**config.mk**
```make
export PLATFORM = sky130hd
export DESIGN_NAME = pipeline_control_unit
export DESIGN_NICKNAME = d
export VERILOG_FILES = /design/src/rtl/ctrl_pkg.sv /design/src/rtl/cond_unit.sv /design/src/rtl/pipeline_control_unit.sv
export SDC_FILE = /design/constraint.sdc
export NUM_CORES = 1
export LEC_CHECK = 0
export BUFFER_PORTS_ARGS = -buffer_cell sky130_fd_sc_hd__buf_2
export CAP_MARGIN = 20
export CORE_AREA = 2 2 53 55
export DETAILED_ROUTE_END_ITERATION = 6
export DIE_AREA = 0 0 55 57
export PLACE_DENSITY = 0.75
export RECOVER_POWER = 100
export SYNTH_ARGS = -nofsm -noshare
export SYNTH_HDL_FRONTEND = slang
export SYNTH_HIERARCHICAL = 1
export SYNTH_SLANG_ARGS = --single-unit
```
**constraint.sdc**
```tcl
create_clock -name clk -period 2 [get_ports clk]
set_input_delay 0.4 -clock clk [delete_from_list [all_inputs] [get_ports clk]]
set_output_delay 0.4 -clock clk [all_outputs]
set_load 0.05 [all_outputs]
```
**src/rtl/ctrl_pkg.sv**
```systemverilog
// Shared definitions for the pipelined control unit: instruction-field
// encodings, ALU operation codes, data-processing command codes, ARM
// condition codes and the control bundles carried between pipeline stages.
package ctrl_pkg;

  typedef enum logic [1:0] {
    OP_DP  = 2'b00,
    OP_MEM = 2'b01,
    OP_BR  = 2'b10,
    OP_NOP = 2'b11
  } op_e;

  typedef enum logic [2:0] {
    ALU_ADD = 3'b000,
    ALU_SUB = 3'b001,
    ALU_AND = 3'b010,
    ALU_ORR = 3'b011
  } alu_ctrl_e;

  typedef enum logic [3:0] {
    CMD_AND = 4'b0000,
    CMD_SUB = 4'b0010,
    CMD_ADD = 4'b0100,
    CMD_CMP = 4'b1010,
    CMD_ORR = 4'b1100
  } cmd_e;

  typedef enum logic [3:0] {
    COND_EQ = 4'b0000,
    COND_NE = 4'b0001,
    COND_CS = 4'b0010,
    COND_CC = 4'b0011,
    COND_MI = 4'b0100,
    COND_PL = 4'b0101,
    COND_VS = 4'b0110,
    COND_VC = 4'b0111,
    COND_HI = 4'b1000,
    COND_LS = 4'b1001,
    COND_GE = 4'b1010,
    COND_LT = 4'b1011,
    COND_GT = 4'b1100,
    COND_LE = 4'b1101,
    COND_AL = 4'b1110,
    COND_NV = 4'b1111
  } cond_code_e;

  // Control carried from decode into execute.
  typedef struct packed {
    logic       alu_src;
    alu_ctrl_e  alu_ctrl;
    logic       mem_w;
    logic       mem_to_reg;
    logic       reg_w;
    logic       pcs;
    logic [1:0] flag_w;
    logic [3:0] cond;
  } ctrl_e_t;

  // Control carried from execute into memory (writes already conditioned).
  typedef struct packed {
    logic mem_w;
    logic reg_w;
    logic pcs;
    logic mem_to_reg;
  } ctrl_m_t;

  // Control carried from memory into writeback.
  typedef struct packed {
    logic reg_w;
    logic pcs;
    logic mem_to_reg;
  } ctrl_w_t;

endpackage

```
**src/rtl/cond_unit.sv**
```systemverilog
// Condition check and NZCV flags register for the execute stage.
// Ports:
//   clk, reset   - clock, asynchronous active-low reset
//   cond         - condition field of the instruction in E
//   flag_w       - {update N/Z, update C/V} requests of the instruction in E
//   alu_flags    - {N,Z,C,V} produced by the ALU for the instruction in E
//   cond_ex      - the instruction in E is allowed to take effect
module cond_unit
  import ctrl_pkg::*;
(
  input  logic       clk,
  input  logic       reset,
  input  logic [3:0] cond,
  input  logic [1:0] flag_w,
  input  logic [3:0] alu_flags,
  output logic       cond_ex
);

  logic [3:0] flags_q, flags_d;
  logic       n, z, c, v;

  assign {n, z, c, v} = flags_q;

  always_comb begin
    case (cond_code_e'(cond))
      COND_EQ: cond_ex = z;
      COND_NE: cond_ex = ~z;
      COND_CS: cond_ex = c;
      COND_CC: cond_ex = ~c;
      COND_MI: cond_ex = n;
      COND_PL: cond_ex = ~n;
      COND_VS: cond_ex = v;
      COND_VC: cond_ex = ~v;
      COND_HI: cond_ex = c & ~z;
      COND_LS: cond_ex = ~c | z;
      COND_GE: cond_ex = (n == v);
      COND_LT: cond_ex = (n != v);
      COND_GT: cond_ex = ~z & (n == v);
      COND_LE: cond_ex = z | (n != v);
      COND_AL: cond_ex = 1'b1;
      default: cond_ex = 1'b0;
    endcase
  end

  // N/Z and C/V are written independently; a failed condition blocks both.
  always_comb begin
    flags_d = flags_q;
    if (cond_ex && flag_w[1]) flags_d[3:2] = alu_flags[3:2];
    if (cond_ex && flag_w[0]) flags_d[1:0] = alu_flags[1:0];
  end

  always_ff @(posedge clk or negedge reset) begin
    if (!reset) flags_q <= 4'b0000;
    else        flags_q <= flags_d;
  end

endmodule

```
**src/rtl/pipeline_control_unit.sv**
```systemverilog
// Control path of a five-stage ARM-subset pipeline: decodes the instruction
// in D and walks its control bits through E, M and W, squashing writes of
// instructions whose condition fails in E.
// Ports:
//   clk, reset      - clock, asynchronous active-low reset
//   InstrD          - instruction bits [31:12] in decode
//   ALUFlags        - {N,Z,C,V} from the execute-stage ALU
//   FlushE          - bubble the D->E control register
//   RegSrcD/ImmSrcD - decode-stage mux selects
//   ALUSrcE/ALUControlE/MemtoRegE - execute-stage control
//   MemWriteM/RegWriteM           - memory-stage control
//   MemtoRegW/RegWriteW/PCSrcW    - writeback-stage control
//   PCWrPendingF    - a PC write is in flight in D, E or M
module pipeline_control_unit
  import ctrl_pkg::*;
(
  input  logic        clk,
  input  logic        reset,
  input  logic [19:0] InstrD,
  input  logic [3:0]  ALUFlags,
  input  logic        FlushE,
  output logic [1:0]  RegSrcD,
  output logic [1:0]  ImmSrcD,
  output logic        ALUSrcE,
  output logic [2:0]  ALUControlE,
  output logic        MemWriteM,
  output logic        MemtoRegW,
  output logic        RegWriteW,
  output logic        PCSrcW,
  output logic        RegWriteM,
  output logic        MemtoRegE,
  output logic        PCWrPendingF
);

  op_e        op_d;
  logic [5:0] funct_d;
  logic [3:0] rd_d;
  logic [3:0] cond_d;
  logic       s_d;
  logic       unused_rn;

  logic [1:0] dec_reg_src, dec_imm_src, dec_flag_w;
  logic       dec_alu_src, dec_mem_w, dec_mem_to_reg, dec_reg_w;
  logic       dec_branch, dec_pcs;
  alu_ctrl_e  dec_alu_ctrl;

  ctrl_e_t ctrl_e_d, ctrl_e_q;
  ctrl_m_t ctrl_m_d, ctrl_m_q;
  ctrl_w_t ctrl_w_d, ctrl_w_q;
  logic    cond_ex_e;

  // InstrD holds instruction bits [31:12], so bit k of the instruction is InstrD[k-12].
  assign cond_d    = InstrD[19:16];
  assign op_d      = op_e'(InstrD[15:14]);
  assign funct_d   = InstrD[13:8];
  assign rd_d      = InstrD[3:0];
  assign s_d       = funct_d[0];
  assign unused_rn = ^InstrD[7:4];

  always_comb begin
    dec_reg_src    = 2'b00;
    dec_imm_src    = 2'b00;
    dec_alu_src    = 1'b0;
    dec_alu_ctrl   = ALU_ADD;
    dec_mem_w      = 1'b0;
    dec_mem_to_reg = 1'b0;
    dec_reg_w      = 1'b0;
    dec_branch     = 1'b0;
    dec_flag_w     = 2'b00;
    case (op_d)
      OP_DP: begin
        dec_alu_src = funct_d[5];
        case (cmd_e'(funct_d[4:1]))
          CMD_ADD: begin dec_alu_ctrl = ALU_ADD; dec_reg_w = 1'b1; dec_flag_w = {s_d, s_d};  end
          CMD_SUB: begin dec_alu_ctrl = ALU_SUB; dec_reg_w = 1'b1; dec_flag_w = {s_d, s_d};  end
          CMD_AND: begin dec_alu_ctrl = ALU_AND; dec_reg_w = 1'b1; dec_flag_w = {s_d, 1'b0}; end
          CMD_ORR: begin dec_alu_ctrl = ALU_ORR; dec_reg_w = 1'b1; dec_flag_w = {s_d, 1'b0}; end
          // Compare only exists for its flags: S is implied, no register write.
          CMD_CMP: begin dec_alu_ctrl = ALU_SUB; dec_flag_w = 2'b11; end
          default: ;
        endcase
      end
      OP_MEM: begin
        dec_imm_src = 2'b01;
        dec_alu_src = 1'b1;
        if (funct_d[0]) begin
          dec_mem_to_reg = 1'b1;
          dec_reg_w      = 1'b1;
        end else begin
          dec_reg_src = 2'b10;
          dec_mem_w   = 1'b1;
        end
      end
      OP_BR: begin
        dec_reg_src = 2'b01;
        dec_imm_src = 2'b10;
        dec_alu_src = 1'b1;
        dec_branch  = 1'b1;
      end
      default: ;
    endcase
  end

  // Writing R15 redirects the PC just like a branch.
  assign dec_pcs = dec_branch | (dec_reg_w & (rd_d == 4'hF));

  // D -> E
  always_comb begin
    ctrl_e_d.alu_src    = dec_alu_src;
    ctrl_e_d.alu_ctrl   = dec_alu_ctrl;
    ctrl_e_d.mem_w      = dec_mem_w;
    ctrl_e_d.mem_to_reg = dec_mem_to_reg;
    ctrl_e_d.reg_w      = dec_reg_w;
    ctrl_e_d.pcs        = dec_pcs;
    ctrl_e_d.flag_w     = dec_flag_w;
    ctrl_e_d.cond       = cond_d;
    if (FlushE) begin
      ctrl_e_d.mem_w  = 1'b0;
      ctrl_e_d.reg_w  = 1'b0;
      ctrl_e_d.pcs    = 1'b0;
      ctrl_e_d.flag_w = 2'b00;
    end
  end

  cond_unit u_cond_unit (
    .clk       (clk),
    .reset     (reset),
    .cond      (ctrl_e_q.cond),
    .flag_w    (ctrl_e_q.flag_w),
    .alu_flags (ALUFlags),
    .cond_ex   (cond_ex_e)
  );

  // E -> M
  always_comb begin
    ctrl_m_d.mem_w      = ctrl_e_q.mem_w & cond_ex_e;
    ctrl_m_d.reg_w      = ctrl_e_q.reg_w & cond_ex_e;
    ctrl_m_d.pcs        = ctrl_e_q.pcs & cond_ex_e;
    ctrl_m_d.mem_to_reg = ctrl_e_q.mem_to_reg;
  end

  // M -> W
  always_comb begin
    ctrl_w_d.reg_w      = ctrl_m_q.reg_w;
    ctrl_w_d.pcs        = ctrl_m_q.pcs;
    ctrl_w_d.mem_to_reg = ctrl_m_q.mem_to_reg;
  end

  always_ff @(posedge clk or negedge reset) begin
    if (!reset) begin
      ctrl_e_q <= '0;
      ctrl_m_q <= '0;
      ctrl_w_q <= '0;
    end else begin
      ctrl_e_q <= ctrl_e_d;
      ctrl_m_q <= ctrl_m_d;
      ctrl_w_q <= ctrl_w_d;
    end
  end

  assign RegSrcD      = dec_reg_src;
  assign ImmSrcD      = dec_imm_src;
  assign ALUSrcE      = ctrl_e_q.alu_src;
  assign ALUControlE  = ctrl_e_q.alu_ctrl;
  assign MemtoRegE    = ctrl_e_q.mem_to_reg;
  assign MemWriteM    = ctrl_m_q.mem_w;
  assign RegWriteM    = ctrl_m_q.reg_w;
  assign MemtoRegW    = ctrl_w_q.mem_to_reg;
  assign RegWriteW    = ctrl_w_q.reg_w;
  assign PCSrcW       = ctrl_w_q.pcs;
  assign PCWrPendingF = dec_pcs | ctrl_e_q.pcs | ctrl_m_q.pcs;

endmodule

```
After elaboration in Yosys (flattened, before gate mapping) --
Index checks and enable logic that the tools add are counted.
Word-level totals: register bits after elaboration 25, latch bits 0, memory bits (writable) 0, ROM bits 0, bits of input ports 27, output and inout port bits 15, logic and storage cells 83, memories 0
Cells by class: $add $sub $neg 0, $mul 0, div/mod/pow operators 0, $lt $le $gt $ge 0, equal/unequal tests 23, shift-type cells 0, multiplexer cells 18, bitwise operators 15, reduce and logical (&&, ||, !) cells 10
Operators with widths (number):
- $eq A4 B4 Y1 const B | 10
- $eq A4 B3 Y1 const B | 5
- $pmux W1 S15 | 1
- $eq A4 B2 Y1 const B | 3
- $pmux W2 S3 | 2
- $logic_not A4 Y1 | 2
- $pmux W2 S2 | 2
- $reduce_or A2 Y1 | 4
- $mux W1 | 7
- $and A1 B1 Y1 | 6
- $mux W2 | 3
- $or A1 B1 Y1 | 5
- $eq A4 B1 Y1 const B | 1
- $mux W4 | 1
- $not A1 Y1 | 4
- $pmux W1 S2 | 2
- $reduce_or A4 Y1 | 1
- $eq A2 B1 Y1 const B | 1
- $eq A2 B2 Y1 const B | 1
- $logic_and A1 B1 Y1 | 2
- $logic_not A2 Y1 | 1
- $eq A1 B1 Y1 | 1
- $ne A1 B1 Y1 | 1

Longest topological paths before layout --
Gate-level depths: netlist of the first run.
depth in word-level cells 8, gate-level depth with buffers 7, gate-level depth less buffers 6

Cells and area by module --
The synthesis of the first run kept the hierarchy.
By module, submodules not included:
- pipeline_control_unit | times used 1, cells an instance 66, area each 807.0 sq um, sequential area each 500.5 sq um
- cond_unit | times used 1, cells an instance 35, area each 360.3 sq um, sequential area each 100.1 sq um

Worst setup path before layout of the first run --
Ideal clock, no wire load.
path type input to output, start in InstrD[15], end out PCWrPendingF, data arrival time 1681 ps, data required time 1600 ps, path slack -81 ps, stages on the path 5, path buffers 0, cell sequence inv_1 ha_1 and2b_1 a31oi_1 o211ai_1
Between the ends: word-level cells in the longest chain between the ends 6, elaborated cells between the ends (all ways) 9, those cells by class eq/ne: 2; mux: 2; bitwise: 4; reduce/logical: 1
Ends and longest elaborated chain:
- from (decl) | RTL line pipeline_control_unit.sv:19 | input logic [19:0] InstrD,
- $eq A2 B1 Y1 / $logic_not A2 Y1 (equally long branches) | RTL line pipeline_control_unit.sv:70 | case (op_d)
- $pmux W1 S2 | RTL line pipeline_control_unit.sv:70
- $and A1 B1 Y1 | RTL line pipeline_control_unit.sv:105 | assign dec_pcs = dec_branch | (dec_reg_w & (rd_d == 4'hF));
- $or A1 B1 Y1 (*) | RTL line pipeline_control_unit.sv:105
- $or A1 B1 Y1 (*) (2 in a row) | RTL line pipeline_control_unit.sv:171 | assign PCWrPendingF = dec_pcs | ctrl_e_q.pcs | ctrl_m_q.pcs;
- to (decl) | RTL line pipeline_control_unit.sv:32 | output logic PCWrPendingF
Mark *: on every way between the ends. The rest lies on a longest branch, timed or not.

Worst setup path after layout of the first run --
Ends and elaborated chain as after synthesis.

==> results of run 1 <==
## flip-flops by register name (all words and copies together), names as in the netlist, 2 cells and up
name                 count
ALUControlE              2
ctrl_e_q                 9
ctrl_m_q                 2
u_cond_unit/flags_q      4
## power by group
part	switching (mW)	internal (mW)	leakage (nW)	total [mW]
Clock	0.131	0.203	0.0279	0.334
Sequential	0.0345	0.518	0.311	0.552
Combinational	0.147	0.100	0.324	0.247
Total	0.313	0.820	0.663	1.13
## worst max-delay path, cell delays in order
cell and delay, ns:
clkbuf_4 0.19, inv_16 0.04, ha_1 0.18, and2_1 0.18
a31oi_1 0.20, o211ai_1 0.12, buf_2 0.22
## cells in the mapped netlist, types with 2 or more instances
library cell | count | area, µm²
a21oi_1 | 5 | 25.02
and2b_1 | 3 | 22.52
buf_4 | 4 | 30.03
nand2_1 | 4 | 15.01
xnor2_1 | 2 | 17.52
nor2b_1 | 3 | 18.77
nor3b_1 | 2 | 15.01
mux2_1 | 4 | 45.04
nand2b_1 | 2 | 12.51
o21ai_0 | 3 | 15.01
and2_1 | 4 | 25.02
o21ai_2 | 2 | 17.52
nor2_1 | 5 | 18.77
ha_1 | 5 | 62.56
nor3_1 | 3 | 15.01
xor2_1 | 2 | 17.52
dfrtp_1 | 24 | 600.6
inv_1 | 5 | 18.77
## final cells by class
type / instances / area share
inverter: 5 / 0.02817
clock buffer: 3 / 0.01585
tap: 31 / 0.02729
sequential: 24 / 0.4225
clock inverter: 1 / 0.02113
multi-input combinational: 67 / 0.3680
timing repair buffer: 36 / 0.1171
## metrics by stage
stage	setup WS, ns	cell area [µm²]
floorplan	-0.008887	1201
global placement	0.07198	1379
detailed placement	0.04210	1379
CTS	0.03110	1431
global route	0.008562	1421
finish	0.06537	1421
## repair_timing
item | CTS | global route
resized for setup | 0 | 2
hold buffers | 0 | 0
setup endpoints to repair | 0 | 5
## kinds of logic after synthesis
group	after synthesis	share of synthesized area
simple gates	33	0.1683
flops	24	0.5145
compound gates	19	0.1318
buf+inv	10	0.05145
fa+ha+maj	5	0.05359
mux	5	0.04716
xor+xnor	4	0.03002
other cells	1	0.003212
## routing by layer
layer  vias to the layer above  part of all wire  global-route usage  wire (µm)
li1                        417                 -                   -          -
met1                       413              0.39              0.1863        780
met2                        31              0.52              0.2381       1035
met3                         4             0.068             0.01571        136
met4                         0             0.023             0.08362         46
met5                         -                 0                   0          0
## final timing paths
path | from | end | slack (ns) | cells after the start
min in group asynchronous | reset | ALUSrcE | 0.31 | 1
worst min-delay path | InstrD[18] | ctrl_e_q[2] | 0.19 | 1
worst max-delay path | InstrD[15] | PCWrPendingF | 0.07 | 7
max in group asynchronous | reset | u_cond_unit/flags_q[1] | 0.98 | 1
worst min register to register | ctrl_m_q[0] | MemtoRegW | 0.37 | 0
worst max register to register | u_cond_unit/flags_q[3] | u_cond_unit/flags_q[3] | 0.10 | 6
==> flow_metrics.py, run 1 <==
metrics = {
    "status": {
        "status": "finished, final reports clean",
    },
    "sta": {
        "max-slew-margin-rel": 0.2022,
        "tns_ns": 0,
        "finClkSkew_ns": 0.006121,
        "hold_viol": 0,
        "rsz0062_at_grt": "false",
        "fin_crit_ns": 1.935,
        "timing.final.crit_share": 0.9673,
        "finalMaxSlewViolations": 0,
        "max_freq_ghz": 0.5169,
        "finalSetupViolations": 0,
        "worst_hold_slack_ns": 0.1894,
        "worst_slew_pin_slew_ns": 1.197,
    },
    "final_layout": {
        "seq_area_um2": 600.6,
        "final_common_cell": "dfrtp_1",
        "final_core_util": 0.5435,
        "diodes": 0,
        "drive_gt1_frac": 0.2721,
        "fin_nets": 169,
        "layoutNonFillerInstCount": 167,
        "n_fill_cell": 245,
        "multiInputGateArea_um2": 523.0,
        "area_delta_synth_final_pct": 21.76,
        "layout_common_cells": "24 x dfrtp_1, 21 x buf_2, 13 x clkbuf_1, 5 x a21oi_1, 5 x nor2_1",
    },
    "yosys": {
        "syn_inst": 101,
        "synth_edf_count": 0,
        "ys_seq_area_frac": 0.5145,
        "async_reset_ff_frac": 1.000,
        "syn-cell-area_um2": 1167,
        "syn_avg_cell_area_um2": 11.56,
        "syn-num-nets": 133,
        "synth_cell_type_count": 37,
        "yosys_warnings": 6,
        "ys_ff_latch": 24,
        "synth_top_flop_cell": "dfrtp_1",
    },
    "clocking": {
        "cts-root-buf": "clkbuf_4",
        "cts_tree": "built",
        "h-tree-depth": 1,
        "clk_latency_ns": 0.30,
        "post_cts_buffers": 0,
        "cts_buffers": 3,
        "clk_pin_slew_ns": 0.12,
        "cts_buffer_depth": 2,
        "clock_sinks": 24,
    },
    "placement": {
        "dp_cells": 163,
        "portBuffers": 36,
        "hpwl_um": 1634,
        "gp_congestion": 0.7771,
    },
    "floorplanning": {
        "placeableCoreArea_um2": 2615,
        "num_rows": 19,
        "dieWidth_um": 55,
        "io-pin-count": 42,
        "die_h_um": 57,
        "fp.dieArea_um2": 3135,
        "start_util": 0.4464,
    },
    "worst_setup_path": {
        "crit_fanout": 3,
        "critPathLaunchType": "input port",
        "path_class": "in -> out",
        "crit_arrival_ns": 1.53,
        "critPathRequiredTime_ns": 1.60,
        "end_kind": "output pin",
    },
    "job": {
        "drv_cap": 0,
    },
    "grt": {
        "grt_pass1_vias": 796,
        "track_usage": 0.1468,
        "gr-total-overflow": 0,
        "grt_pass1_wl_um": 3339,
        "antenna_found_initial": 0,
        "grt_max_degree": 25,
    },
    "detailed_routing": {
        "ant_nets": 0,
        "drc": 0,
        "wl_per_cell_um": 11.96,
        "vias": 865,
        "drt_iter0_markers": 12,
        "drt-total-wl_um": 1998,
        "viasPerCell": 5.180,
        "drt-pass1-iter-count": 4,
    },
    "power": {
        "p_leak_nw": 0.6630,
        "peakVddDrop_v": 0.0005200,
        "power_mw": 1.133,
        "power_density_nw_per_um2": 796.9,
    },
    "hold_path": {
        "hold_path.class": "in -> reg",
    },
}
Note: power is estimated with default switching activity, not from simulation.
==> run 2, diff against run 1 <==
--- a/config.mk
+++ b/config.mk
@@ -7,10 +7,10 @@
 export LEC_CHECK = 0
 export BUFFER_PORTS_ARGS = -buffer_cell sky130_fd_sc_hd__buf_2
 export CAP_MARGIN = 20
-export CORE_AREA = 2 2 53 55
+export CORE_AREA = 2 2 51 53
 export DETAILED_ROUTE_END_ITERATION = 6
-export DIE_AREA = 0 0 55 57
-export PLACE_DENSITY = 0.75
+export DIE_AREA = 0 0 53 55
+export PLACE_DENSITY = 0.8
 export RECOVER_POWER = 100
 export SYNTH_ARGS = -nofsm -noshare
 export SYNTH_HDL_FRONTEND = slang
==> constraint.sdc (replaced) <==
create_clock -name clk -period 2.3 [get_ports clk]
set_input_delay 0.46 -clock clk [delete_from_list [all_inputs] [get_ports clk]]
set_output_delay 0.46 -clock clk [all_outputs]
set_load 0.05 [all_outputs]
==> run 2 against run 1 <==
Compared with the run above:
- via count decreased by 2.7%
- routed wire length decreased by 0.70%
- combinational power decreased by 23%
- critical path depth unchanged
- sequential cell count unchanged
- cell area decreased by 7.0%
- sequential power decreased by 14%
- final cell count decreased by 1.2%
- count of clock-buffer cells in the layout unchanged
- register-to-register slack improved by 0.19 ns
- total power decreased by 27%
- critical endpoint unchanged
==> flow_metrics.py, run 2 (synthesis results as in run 1) <==
metrics = {
    "status": {
        "status": "finished, final reports clean",
    },
    "worst_setup_path": {
        "reg2reg_from": "u_cond_unit/flags_q[3]",
        "path_class": "in -> out",
        "crit_end": "PCWrPendingF",
        "timing.rr.end": "u_cond_unit/flags_q[1]",
        "critPathRequiredTime_ns": 1.84,
        "rr_worst_depth": 6,
        "startpoint": "InstrD[15]",
        "crit_fanout": 3,
        "critPathLaunchType": "input port",
        "r2r_setup_slack_ns": 0.29,
        "crit_arrival_ns": 1.62,
        "end_kind": "output pin",
    },
    "final_layout": {
        "diodes": 0,
        "final_core_util": 0.5587,
        "top_regs": "ctrl_e_q x9, u_cond_unit/flags_q x4",
        "area_delta_synth_final_pct": 13.18,
        "layout_common_cells": "24 x dfrtp_1, 21 x buf_2, 15 x clkbuf_1",
        "n_fill_cell": 227,
        "regMostFlops": "ctrl_e_q",
        "multiInputGateArea_um2": 480.5,
        "seq_area_um2": 600.6,
        "fin_nets": 169,
        "final_common_cell": "dfrtp_1",
        "largest_reg_flops": 9,
        "drive_gt1_frac": 0.2074,
    },
    "sta": {
        "timing.final.crit_share": 0.9059,
        "max_freq_ghz": 0.4799,
        "worst_slew_pin_slew_ns": 1.186,
        "finalMaxSlewViolations": 0,
        "fin_crit_ns": 2.084,
        "tns_ns": 0,
        "worst_hold_slack_ns": 0.2745,
        "rsz0062_at_grt": "false",
        "hold_viol": 0,
        "setup_ws_ns": 0.2164,
        "finalSetupViolations": 0,
        "finClkSkew_ns": 0.005214,
        "max-slew-margin-rel": 0.2096,
    },
    "detailed_routing": {
        "drt-total-wl_um": 1984,
        "drt-pass1-iter-count": 4,
        "drt_iter0_markers": 10,
        "drc": 0,
        "wl_met1_um": 825,
        "ant_nets": 0,
        "met3_length_um": 106,
        "viasPerCell": 5.103,
        "wl_per_cell_um": 12.02,
        "vias": 842,
        "highest_layer": "met4",
        "wl_met2_um": 1032,
    },
    "floorplanning": {
        "placeableCoreArea_um2": 2365,
        "start_util": 0.4937,
        "dieWidth_um": 53,
        "io-pin-count": 42,
        "num_rows": 18,
        "fp.dieArea_um2": 2915,
        "die_h_um": 55,
    },
    "hold_path": {
        "hold_path.class": "in -> reg",
        "min-delay-start": "InstrD[19]",
    },
    "placement": {
        "hpwl_um": 1631,
        "gp_congestion": 0.7601,
        "post-place-ws_ns": 0.2329,
        "portBuffers": 36,
    },
    "power": {
        "switching_share": 0.2956,
        "p_sw_mw": 0.2455,
        "clkPwrFrac": 0.196,
        "p_int_mw": 0.5851,
        "p_leak_nw": 0.6281,
        "combinationalPowerShare": 0.229,
        "peakVddDrop_v": 0.0002551,
        "power_density_nw_per_um2": 628.6,
        "sequentialPowerShare": 0.575,
    },
    "clocking": {
        "cts-root-buf": "clkbuf_4",
        "post_cts_resized": 0,
        "clk_pin_slew_ns": 0.11,
        "h-tree-depth": 1,
        "cts_hold_buf": 0,
        "clk_latency_ns": 0.29,
        "post_cts_buffers": 0,
        "clock_sinks": 24,
        "cts_buffer_depth": 2,
        "cts_tree": "built",
        "cts_buffers": 3,
    },
    "grt": {
        "grt_max_degree": 25,
        "antenna_found_initial": 0,
        "track_usage": 0.1593,
        "grt_pass1_vias": 809,
        "grt_pass1_wl_um": 3353,
        "gr-total-overflow": 0,
    },
    "job": {
        "drv_cap": 0,
    },
}
==> run 2: power groups by stage <==
stage	Combinational, mW	Sequential [mW]	Clock, mW
final	0.190	0.477	0.163
after global routing	0.210	0.481	0.193
after CTS	0.206	0.478	0.172
after detailed placement	0.205	0.488	0
after global placement	0.197	0.484	0
after floorplan	0.137	0.496	0
==> run 2: worst min path at each step <==
stage,to,cells after the start
after floorplan,ALUControlE[0],0
after global placement,MemtoRegW,0
after detailed placement,MemtoRegW,0
after CTS,ctrl_e_q[9],1
after global routing,ctrl_e_q[0],1
final,ctrl_e_q[3],1
==> run 2: routing by layer <==
| metal | global-route usage | vias up |
|---|---|---|
| li1 | - | 415 |
| met1 | 0.1763 | 398 |
| met2 | 0.3063 | 27 |
| met3 | 0.02419 | 2 |
| met4 | 0.06410 | 0 |
| met5 | 0 | - |
==> run 2: final cells by class <==
type                    instances  area share
flip-flops and latches         24      0.4545
inverters                       5     0.01420
clock buffers                   3     0.01705
repair buffers                 36      0.1222
well taps                      30     0.02841
multi-input cells              67      0.3636
==> run 2: critical path: stages <==
cell and delay, ns:
clkbuf_1 0.10, inv_1 0.11, ha_1 0.21, and2b_1 0.17, a31oi_1 0.10, o211ai_1 0.18
buf_2 0.29
==> run 2: metrics by stage <==
step,power (mW),instance area (µm²),instances
2_1_floorplan,0.6331,1167,101
3_3_place_gp,0.6808,1344,162
3_5_place_dp,0.6925,1344,162
4_1_cts,0.8571,1366,165
5_1_grt,0.8842,1321,165
6_report,0.8306,1321,165
